==> config.mk <==
export PLATFORM = sky130hd
export DESIGN_NAME = state_unpack_cit__poly_decompress
export DESIGN_NICKNAME = d
export VERILOG_FILES = /design/src/rtl/state_unpack_cit__poly_decompress_pkg.sv /design/src/rtl/state_unpack_cit__poly_decompress_lane.sv /design/src/rtl/state_unpack_cit__poly_decompress.sv
export SDC_FILE = /design/constraint.sdc
export NUM_CORES = 1
export LEC_CHECK = 0
export ABC_AREA = 1
export BUFFER_PORTS_ARGS = -buffer_cell sky130_fd_sc_hd__buf_2
export CAP_MARGIN = 20
export CORE_UTILIZATION = 56
export DETAILED_ROUTE_END_ITERATION = 10
export HOLD_SLACK_MARGIN = 0.03
export PLACE_DENSITY = 0.91
export SLEW_MARGIN = 20
export SYNTH_ARGS = -nofsm -noshare
export SYNTH_HDL_FRONTEND = slang
export SYNTH_SLANG_ARGS = --single-unit
==> constraint.sdc <==
create_clock -name clk -period 8.45 [get_ports clk]
set_input_delay 0.845 -clock clk [delete_from_list [all_inputs] [get_ports clk]]
set_output_delay 0.845 -clock clk [all_outputs]
set_load 0.01 [all_outputs]
==> src/rtl/state_unpack_cit__poly_decompress_pkg.sv <==
// Shared definitions for the ciphertext polynomial decompressor:
// Kyber constants, FSM state encoding and the scalar decompress function.
package state_unpack_cit__poly_decompress_pkg;

  localparam int KYBER_Q = 3329;
  localparam int KYBER_N = 256;

  // State encoding. ST_MUL is only reachable when STATE_UNPACK_MUL_PIPE_EN is defined.
  localparam logic [1:0] ST_IDLE = 2'd0;
  localparam logic [1:0] ST_LOAD = 2'd1;
  localparam logic [1:0] ST_EMIT = 2'd2;
  localparam logic [1:0] ST_MUL  = 2'd3;

  // Rounds a d-bit compressed value back into [0, KYBER_Q):
  // (t * KYBER_Q + 2^(d-1)) >> d. 24 bits holds the product for any d up to 11.
  function automatic logic [11:0] decompress(input logic [10:0] t, input int d);
    logic [23:0] product;
    product = 24'(t) * 24'(KYBER_Q) + (24'(1) << (d - 1));
    return 12'(product >> d);
  endfunction

endpackage

==> src/rtl/state_unpack_cit__poly_decompress_lane.sv <==
// One decompression lane: maps a D-bit compressed coefficient to its 12-bit value.
module poly_decompress_lane
  import state_unpack_cit__poly_decompress_pkg::*;
#(
  parameter int D = 3
) (
  input  logic [D-1:0] t,
  output logic [11:0]  coeff
);

  // Purely combinational; the parent decides where the register sits.
  assign coeff = decompress(11'(t), D);

endmodule

==> src/rtl/state_unpack_cit__poly_decompress.sv <==
// Streaming decompressor for one packed ciphertext polynomial.
// Collects D bytes per group, unpacks eight D-bit coefficients and presents
// them decompressed on eight lanes with a valid/ready handshake.
// Optional macro STATE_UNPACK_MUL_PIPE_EN adds a MUL state that registers
// the lane results one cycle later (results unchanged, latency +1).
module state_unpack_cit__poly_decompress
  import state_unpack_cit__poly_decompress_pkg::*;
#(
  parameter int KYBER_N = 256,
  parameter int D       = 3,
  parameter int o_Width = 12
) (
  input  logic               clk,
  input  logic               rst,
  input  logic               iStart,
  input  logic [7:0]         iByte,
  input  logic               iByteValid,
  output logic               oByteReady,
  output logic [o_Width-1:0] oPolyCoeffs0,
  output logic [o_Width-1:0] oPolyCoeffs1,
  output logic [o_Width-1:0] oPolyCoeffs2,
  output logic [o_Width-1:0] oPolyCoeffs3,
  output logic [o_Width-1:0] oPolyCoeffs4,
  output logic [o_Width-1:0] oPolyCoeffs5,
  output logic [o_Width-1:0] oPolyCoeffs6,
  output logic [o_Width-1:0] oPolyCoeffs7,
  output logic               oCoeffValid,
  input  logic               iCoeffReady,
  output logic               oBusy,
  output logic               oDone
);

  localparam int GROUPS = KYBER_N / 8;
  localparam int GW     = $clog2(GROUPS) + 1;
  localparam int WW     = 8 * D;

  logic [1:0]         state;
  logic [3:0]         byteCnt;
  logic [GW-1:0]      groupCnt;
  logic [WW-1:0]      word;
  logic [WW-1:0]      wordNext;
  logic [WW-1:0]      lanesSrc;
  logic [11:0]        laneCoeff [8];
  logic [o_Width-1:0] coeffReg  [8];
  logic               doneReg;
  logic               byteFire;
  logic               lastByte;
  logic               lastGroup;

  assign byteFire  = iByteValid && (state == ST_LOAD);
  assign lastByte  = (byteCnt == 4'(D - 1));
  assign lastGroup = (groupCnt == GW'(GROUPS - 1));

  // Word as it will look once the byte arriving this cycle is merged in,
  // so the last byte of a group can feed the lanes without waiting a cycle.
  always_comb begin
    wordNext = word;
    if (byteFire) begin
      wordNext[int'(byteCnt) * 8 +: 8] = iByte;
    end
  end

`ifdef STATE_UNPACK_MUL_PIPE_EN
  assign lanesSrc = word;
`else
  assign lanesSrc = wordNext;
`endif

  for (genvar g = 0; g < 8; g++) begin : gLane
    poly_decompress_lane #(.D(D)) uLane (
      .t     (lanesSrc[D*g +: D]),
      .coeff (laneCoeff[g])
    );
  end

  // Main FSM: byte gathering, group hand-off and polynomial bookkeeping.
  always_ff @(posedge clk) begin
    if (rst) begin
      state    <= ST_IDLE;
      byteCnt  <= '0;
      groupCnt <= '0;
      word     <= '0;
      doneReg  <= 1'b0;
      for (int g = 0; g < 8; g++) coeffReg[g] <= '0;
    end else begin
      doneReg <= 1'b0;
      case (state)
        ST_IDLE: begin
          if (iStart) begin
            state    <= ST_LOAD;
            byteCnt  <= '0;
            groupCnt <= '0;
            word     <= '0;
          end
        end
        ST_LOAD: begin
          if (byteFire) begin
            word <= wordNext;
            if (lastByte) begin
              byteCnt <= '0;
`ifdef STATE_UNPACK_MUL_PIPE_EN
              state <= ST_MUL;
`else
              state <= ST_EMIT;
              for (int g = 0; g < 8; g++) coeffReg[g] <= o_Width'(laneCoeff[g]);
`endif
            end else begin
              byteCnt <= byteCnt + 4'd1;
            end
          end
        end
`ifdef STATE_UNPACK_MUL_PIPE_EN
        ST_MUL: begin
          state <= ST_EMIT;
          for (int g = 0; g < 8; g++) coeffReg[g] <= o_Width'(laneCoeff[g]);
        end
`endif
        ST_EMIT: begin
          if (iCoeffReady) begin
            groupCnt <= groupCnt + GW'(1);
            if (lastGroup) begin
              state   <= ST_IDLE;
              doneReg <= 1'b1;
            end else begin
              state <= ST_LOAD;
            end
          end
        end
        default: state <= ST_IDLE;
      endcase
    end
  end

  assign oByteReady   = (state == ST_LOAD);
  assign oCoeffValid  = (state == ST_EMIT);
  assign oBusy        = (state != ST_IDLE);
  assign oDone        = doneReg;
  assign oPolyCoeffs0 = coeffReg[0];
  assign oPolyCoeffs1 = coeffReg[1];
  assign oPolyCoeffs2 = coeffReg[2];
  assign oPolyCoeffs3 = coeffReg[3];
  assign oPolyCoeffs4 = coeffReg[4];
  assign oPolyCoeffs5 = coeffReg[5];
  assign oPolyCoeffs6 = coeffReg[6];
  assign oPolyCoeffs7 = coeffReg[7];

endmodule

==> results of run 1 <==
## cells in the mapped netlist
library cell	instances	share of area, %
conb_1	1	0.065
nand3_2	1	0.17
edfxtp_1	64	33
inv_1	109	7.1
and3_1	2	0.22
o21ai_0	7	0.61
inv_2	3	0.19
nand2_1	115	7.5
xor2_1	6	0.91
nor3_1	5	0.43
buf_6	1	0.19
buf_4	35	4.5
a211oi_1	1	0.13
nand2_4	3	0.58
nand2_2	5	0.54
nand4_1	8	0.86
nor2_1	80	5.2
buf_1	2	0.13
nor2_4	3	0.58
a21oi_1	27	2.3
buf_2	6	0.52
clkbuf_1	4	0.26
dfxtp_1	37	13
ha_1	61	13
nor3_4	2	0.56
fa_1	8	2.8
xnor2_1	3	0.45
clkinv_1	1	0.065
o211a_1	1	0.17
nand3_1	44	3.8
## sequential cells by signal (all words and copies together) (netlist names)
signal,flops
coeffReg,64
word,24
groupCnt,6
byteCnt,4
state,2
oDone,1
## cell type report
class                      count  area, um2  share of cell area [%]
clock inverter                 4       23.8                   0.375
inverter                     113        424                    6.69
timing repair buffer          82        415                    6.55
tap                          133        166                    2.62
clock buffer                  12        145                    2.29
sequential                   101       2660                    42.0
multi-input combinational    414       2500                    39.5
## worst max path at each step
| stage | end | slack (ps) | cells past startpoint |
|---|---|---|---|
| finish | coeffReg[1][11] | 4560 | 14 |
| global route | coeffReg[1][11] | 4330 | 14 |
| CTS | coeffReg[0][47] | 4590 | 15 |
| detailed placement | coeffReg[0][35] | 4390 | 16 |
| global placement | coeffReg[0][11] | 4470 | 15 |
| floorplan | coeffReg[0][0] | 2330 | 3 |
## cell families after synthesis
| logic type | after synthesis | share of synthesized area [%] |
|---|---|---|
| other | 1 | 0.0648 |
| AND/OR/NAND/NOR | 268 | 20.4 |
| adder cells (fa/ha/maj) | 69 | 16.0 |
| flip-flops | 101 | 46.0 |
| buffers and inverters | 161 | 13.0 |
| AO/OA/AOI/OAI | 36 | 3.24 |
| XOR/XNOR | 9 | 1.36 |
## layer usage
layer	vias up	track usage, %	share of wire [%]	routed length [um]
met1	1949	24.0	41	4300
li1	2132	-	-	-
met3	28	3.84	6.2	650
met2	166	35.6	50	5190
met4	0	11.0	2.8	296
met5	-	0	0	0
## power by group through the flow
| stage | logic (mW) | registers, mW | clock network [mW] |
|---|---|---|---|
| after global placement | 0.113 | 0.555 | 0 |
| final | 0.117 | 0.543 | 0.274 |
| after floorplan | 0.0880 | 0.565 | 0 |
| after CTS | 0.117 | 0.544 | 0.277 |
| after global routing | 0.131 | 0.545 | 0.299 |
| after detailed placement | 0.116 | 0.555 | 0 |
## stage by stage
| step | util, % | cells |
|---|---|---|
| after detailed placement | 62.3 | 843 |
| after global routing | 64.0 | 859 |
| after CTS | 64.0 | 859 |
| after floorplan | - | 676 |
| final | 64.0 | 859 |
| after global placement | 62.3 | 843 |
## tightest hold or removal path: cells and delay by family, from the launching register on
family           cells  cell delay, ps
AO/OA/AOI/OAI        1              50
flip-flops           1             320
AND/OR/NAND/NOR      1              60
==> out/metrics.cfg, run 1 <==
[die]
die_h_um = 104
start_util_pct = 58.4
rows = 36
dieArea_mm2 = 0.0107
core_mm2 = 0.00991
die_width_um = 104
io_pins = 113

[timing]
hold_slack_ps = 467
slew_viol_final = 0
timing.final.ws_setup_ps = 4560
relSlewSlack_pct = 45.2
fin_tns_setup_ps = 0
clock.fmax_ghz = 0.257
skew_ps = 12.3
finalCritPeriodShare_pct = 46.0
period_needed_ps = 3890
tightest_slew_ps = 821
setup_viol_count_final = 0
finalHoldViolCount = 0
rsz0062_at_grt = false

[logic_synthesis]
ys_seq_area_share_pct = 46.0
synthCells = 645
ys_ff_latch = 101
synth.distinct_cells = 30
synthesis.area_mm2 = 0.00579
syn_avg_cell_area_um2 = 8.97
ys_warn_count = 0

[worst_setup_path]
critPathBufInv = 1
path_cells = nor2_1 > nand2_1 > ha_1 > nand3_1 > nor2_4 > nand3_1 > nand2_1 > inv_1 > ha_1 > ha_1 > ha_1 > fa_1 > xnor2_1 > nor2_1
path_class = reg2reg
worstPathMaxFanout = 18
end_kind = flop
crit_start = byteCnt[0]
cp_slowest_cell = ha_1
crit_required_ps = 8560
arrival_ps = 4000
crit_path_frequent_cell = ha_1
reg2reg_slack_ps = 4560
r2r-end = coeffReg[1][11]
cpLargestDelayFamily = adder cells
reg2reg_from = byteCnt[0]
slowest_delay_ps = 480
cp-start-kind = flop
reg2reg_depth = 14

[placement]
gp_congestion = 0.877
pre_cts_slack_ps = 4390
port_buffers = 80
placed_cell_area_mm2 = 0.00617
dpl.hpwl_um = 7620

[drt]
drt_pass1_iterations = 5
drt-initial-drc-count = 287
wl_per_cell_um = 12.2
vias_per_cell = 4.98
routed-via-count = 4275
route.detailed.drc = 0
wl_um = 10400
drtAntennaViolNets = 0

[clocking]
cts.sinks = 101
cts_buffers = 9
cts_hold_buffers = 0
insertion_delay_ps = 370
post_cts_buffers = 0
cts.path.max_buffers = 2
clk_pin_slew_ps = 90
clockRootBuffer = clkbuf_8
htreeDepth = 3
cts_resized = 0
cts_tree = yes

[layout]
mostFrequentLayoutCells = nand2_1, inv_1, nor2_1, buf_2, edfxtp_1
diodes = 0
final_common_cell = nand2_1
fin_area_mm2 = 0.00634
fillCellCount = 759
final_layout_size_suffix_gt1_share_pct = 15.6
nNetsFinal = 803
area_delta_synth_final_pct = 9.53

[power]
p_clk_share_pct = 29.3
powerDensity_mw_per_mm2 = 147
p_total_mw = 0.934
leakagePower_nw = 3.12
p_seq_share_pct = 58.2
switching_power_mw = 0.252
p_comb_share_pct = 12.5
ir_drop_v = 0.0000703
swShare_pct = 27.0
p_int_mw = 0.682

[hold_path]
whs_endpoint = word[9]
worst_hold_path_type = reg2reg
hp-start = word[9]
hold_depth = 2

[global_route]
first_global_vias = 3963
overflow = 0
grt_pass1_wl_um = 17600
grtUsageTotal_pct = 20.5
antenna_found_initial = 1
grt_max_degree = 65

[outcome]
status = completed

[job]
max_cap_viol_count = 0

Note: power is estimated with default switching activity, not from simulation.
==> run 2: changes to the inputs <==
Settings changed: CORE_UTILIZATION 56 to 50, PLACE_DENSITY 0.91 to 0.86.
Clock period 8.45 ns to 3.14 ns, I/O delays scaled along.
==> out/metrics.cfg, run 2 (synthesized netlist as in run 1, its figures left out) <==
[clocking]
cts_tree = yes
clk_pin_slew_ps = 70
cts.sinks = 101
insertion_delay_ps = 350
cts_hold_buffers = 0
cts_buffers = 9
clockRootBuffer = clkbuf_16
cts.path.max_buffers = 2
htreeDepth = 3

[global_route]
first_global_vias = 4763
antenna_found_initial = 3
grtUsageTotal_pct = 24.5
grt_pass1_wl_um = 22500
overflow = 0
grt_max_degree = 49

[power]
powerDensity_mw_per_mm2 = 403
switching_power_mw = 0.886
p_comb_share_pct = 17.1
leakagePower_nw = 3.45
swShare_pct = 27.1
ir_drop_v = 0.000357
p_clk_share_pct = 38.0
p_seq_share_pct = 44.9
p_int_mw = 2.38

[layout]
largest_reg_flops = 64
mostFrequentLayoutCells = inv_1, buf_2, nor2_1, buf_4, nand2_1
seqCellArea_mm2 = 0.00267
top_register = coeffReg
multi_input_area_mm2 = 0.00335
utilization_pct = 73.1
nNetsFinal = 885
top_regs = coeffReg x64, word x24, groupCnt x6
stdcell_count = 951
fillCellCount = 639
area_delta_synth_final_pct = 39.9
final_layout_size_suffix_gt1_share_pct = 42.2

[worst_setup_path]
arrival_ps = 3580
crit_path_frequent_cell = ha_4
reg2reg_depth = 17
path_cells = buf_4 > inv_2 > ha_4 > nand2_1 > nand2_1 > nand2_4 > nor2_4 > nand3_4 > nand2_2 > nand2_2 > inv_2 > ha_4 > ha_4 > ha_4 > fa_2 > xnor2_1 > nor2_1
path_class = reg2reg
crit_required_ps = 3220
worstPathMaxFanout = 8
slowest_delay_ps = 370
cp_slowest_cell = fa_2
cp-start-kind = flop
end_kind = flop

[timing]
tightest_slew_ps = 838
rsz0062_at_grt = true
period_needed_ps = 3500
relSlewSlack_pct = 44.1
slew_viol_final = 0
setup_viol_count_final = 16
finalHoldViolCount = 0
skew_ps = 7.81
finalCritPeriodShare_pct = 111
clock.fmax_ghz = 0.286
timing.final.ws_setup_ps = -360

[die]
core_mm2 = 0.0111
die_width_um = 110
io_pins = 113
die_h_um = 110
rows = 38
start_util_pct = 52.2
dieArea_mm2 = 0.0120

[placement]
dp.cells = 881
dpl.hpwl_um = 8060
gp_congestion = 0.894
port_buffers = 80

[hold_path]
worst_hold_path_type = in2reg
hold_depth = 3

[drt]
route.detailed.drc = 0
wl_per_cell_um = 18.5
wl_um = 17600
routed-via-count = 5234
drt_pass1_iterations = 6
drt-initial-drc-count = 519
vias_per_cell = 5.50
drtAntennaViolNets = 0

[outcome]
violations = negative setup slack
status = finished with violations

[job]
max_cap_viol_count = 0

## run 2: power groups by stage
stage | Sequential [mW] | Combinational (mW) | Clock, mW
2_1_floorplan | 1.52 | 0.251 | 0
3_3_place_gp | 1.49 | 0.351 | 0
3_5_place_dp | 1.49 | 0.360 | 0
4_1_cts | 1.46 | 0.430 | 1.22
5_1_grt | 1.47 | 0.592 | 1.28
6_report | 1.46 | 0.559 | 1.24
## run 2: layer usage
layer | share of wire (%) | vias up | track usage [%]
met1 | 37 | 2514 | 28.1
li1 | - | 2314 | -
met5 | 0.045 | - | 0
met2 | 50 | 302 | 43.2
met4 | 6.0 | 2 | 12.9
met3 | 7.1 | 102 | 4.92
## run 2: critical path: cells and delay by family (launching register included)
kind	cells	cell delay [ps]
xor+xnor	1	180
fa+ha+maj	5	1140
buf+inv	3	330
flops	1	360
simple gates	8	1190
## run 2: cell type report
type	count	area share [%]
clock buffers	11	3.00
diodes	3	0.0927
clock inverters	5	1.02
flip-flops and latches	101	32.9
inverters	113	5.50
well taps	140	2.16
repair buffers	163	13.8
multi-input cells	415	41.4
## run 2: final timing paths
kind	start	endpoint	slack (ps)
min	iCoeffReady	oDone	250
max reg2reg	byteCnt[0]	coeffReg[0][11]	-360
min reg2reg	word[6]	word[6]	490
max	byteCnt[0]	coeffReg[0][11]	-360
## run 2: per-stage QoR
step	setup WS (ps)	TNS, ps	hold slack, ps	area (um2)	power, mW
floorplan	-10.6	-12.2	444	5980	1.77
global placement	-59.3	-169	451	6510	1.84
detailed placement	-210	-1720	456	6510	1.85
CTS	-112	-1130	258	7390	3.11
global route	-405	-4630	247	8090	3.34
finish	-360	-3110	248	8100	3.26
## run 2: repair_timing
| action | 4_1_cts | 5_1_grt |
|---|---|---|
| gates cloned | 3 | 0 |
| gates resized for setup | 65 | 127 |
| setup buffers | 34 | 20 |
| pin swaps | 41 | 60 |
| setup endpoints to repair | 16 | 20 |
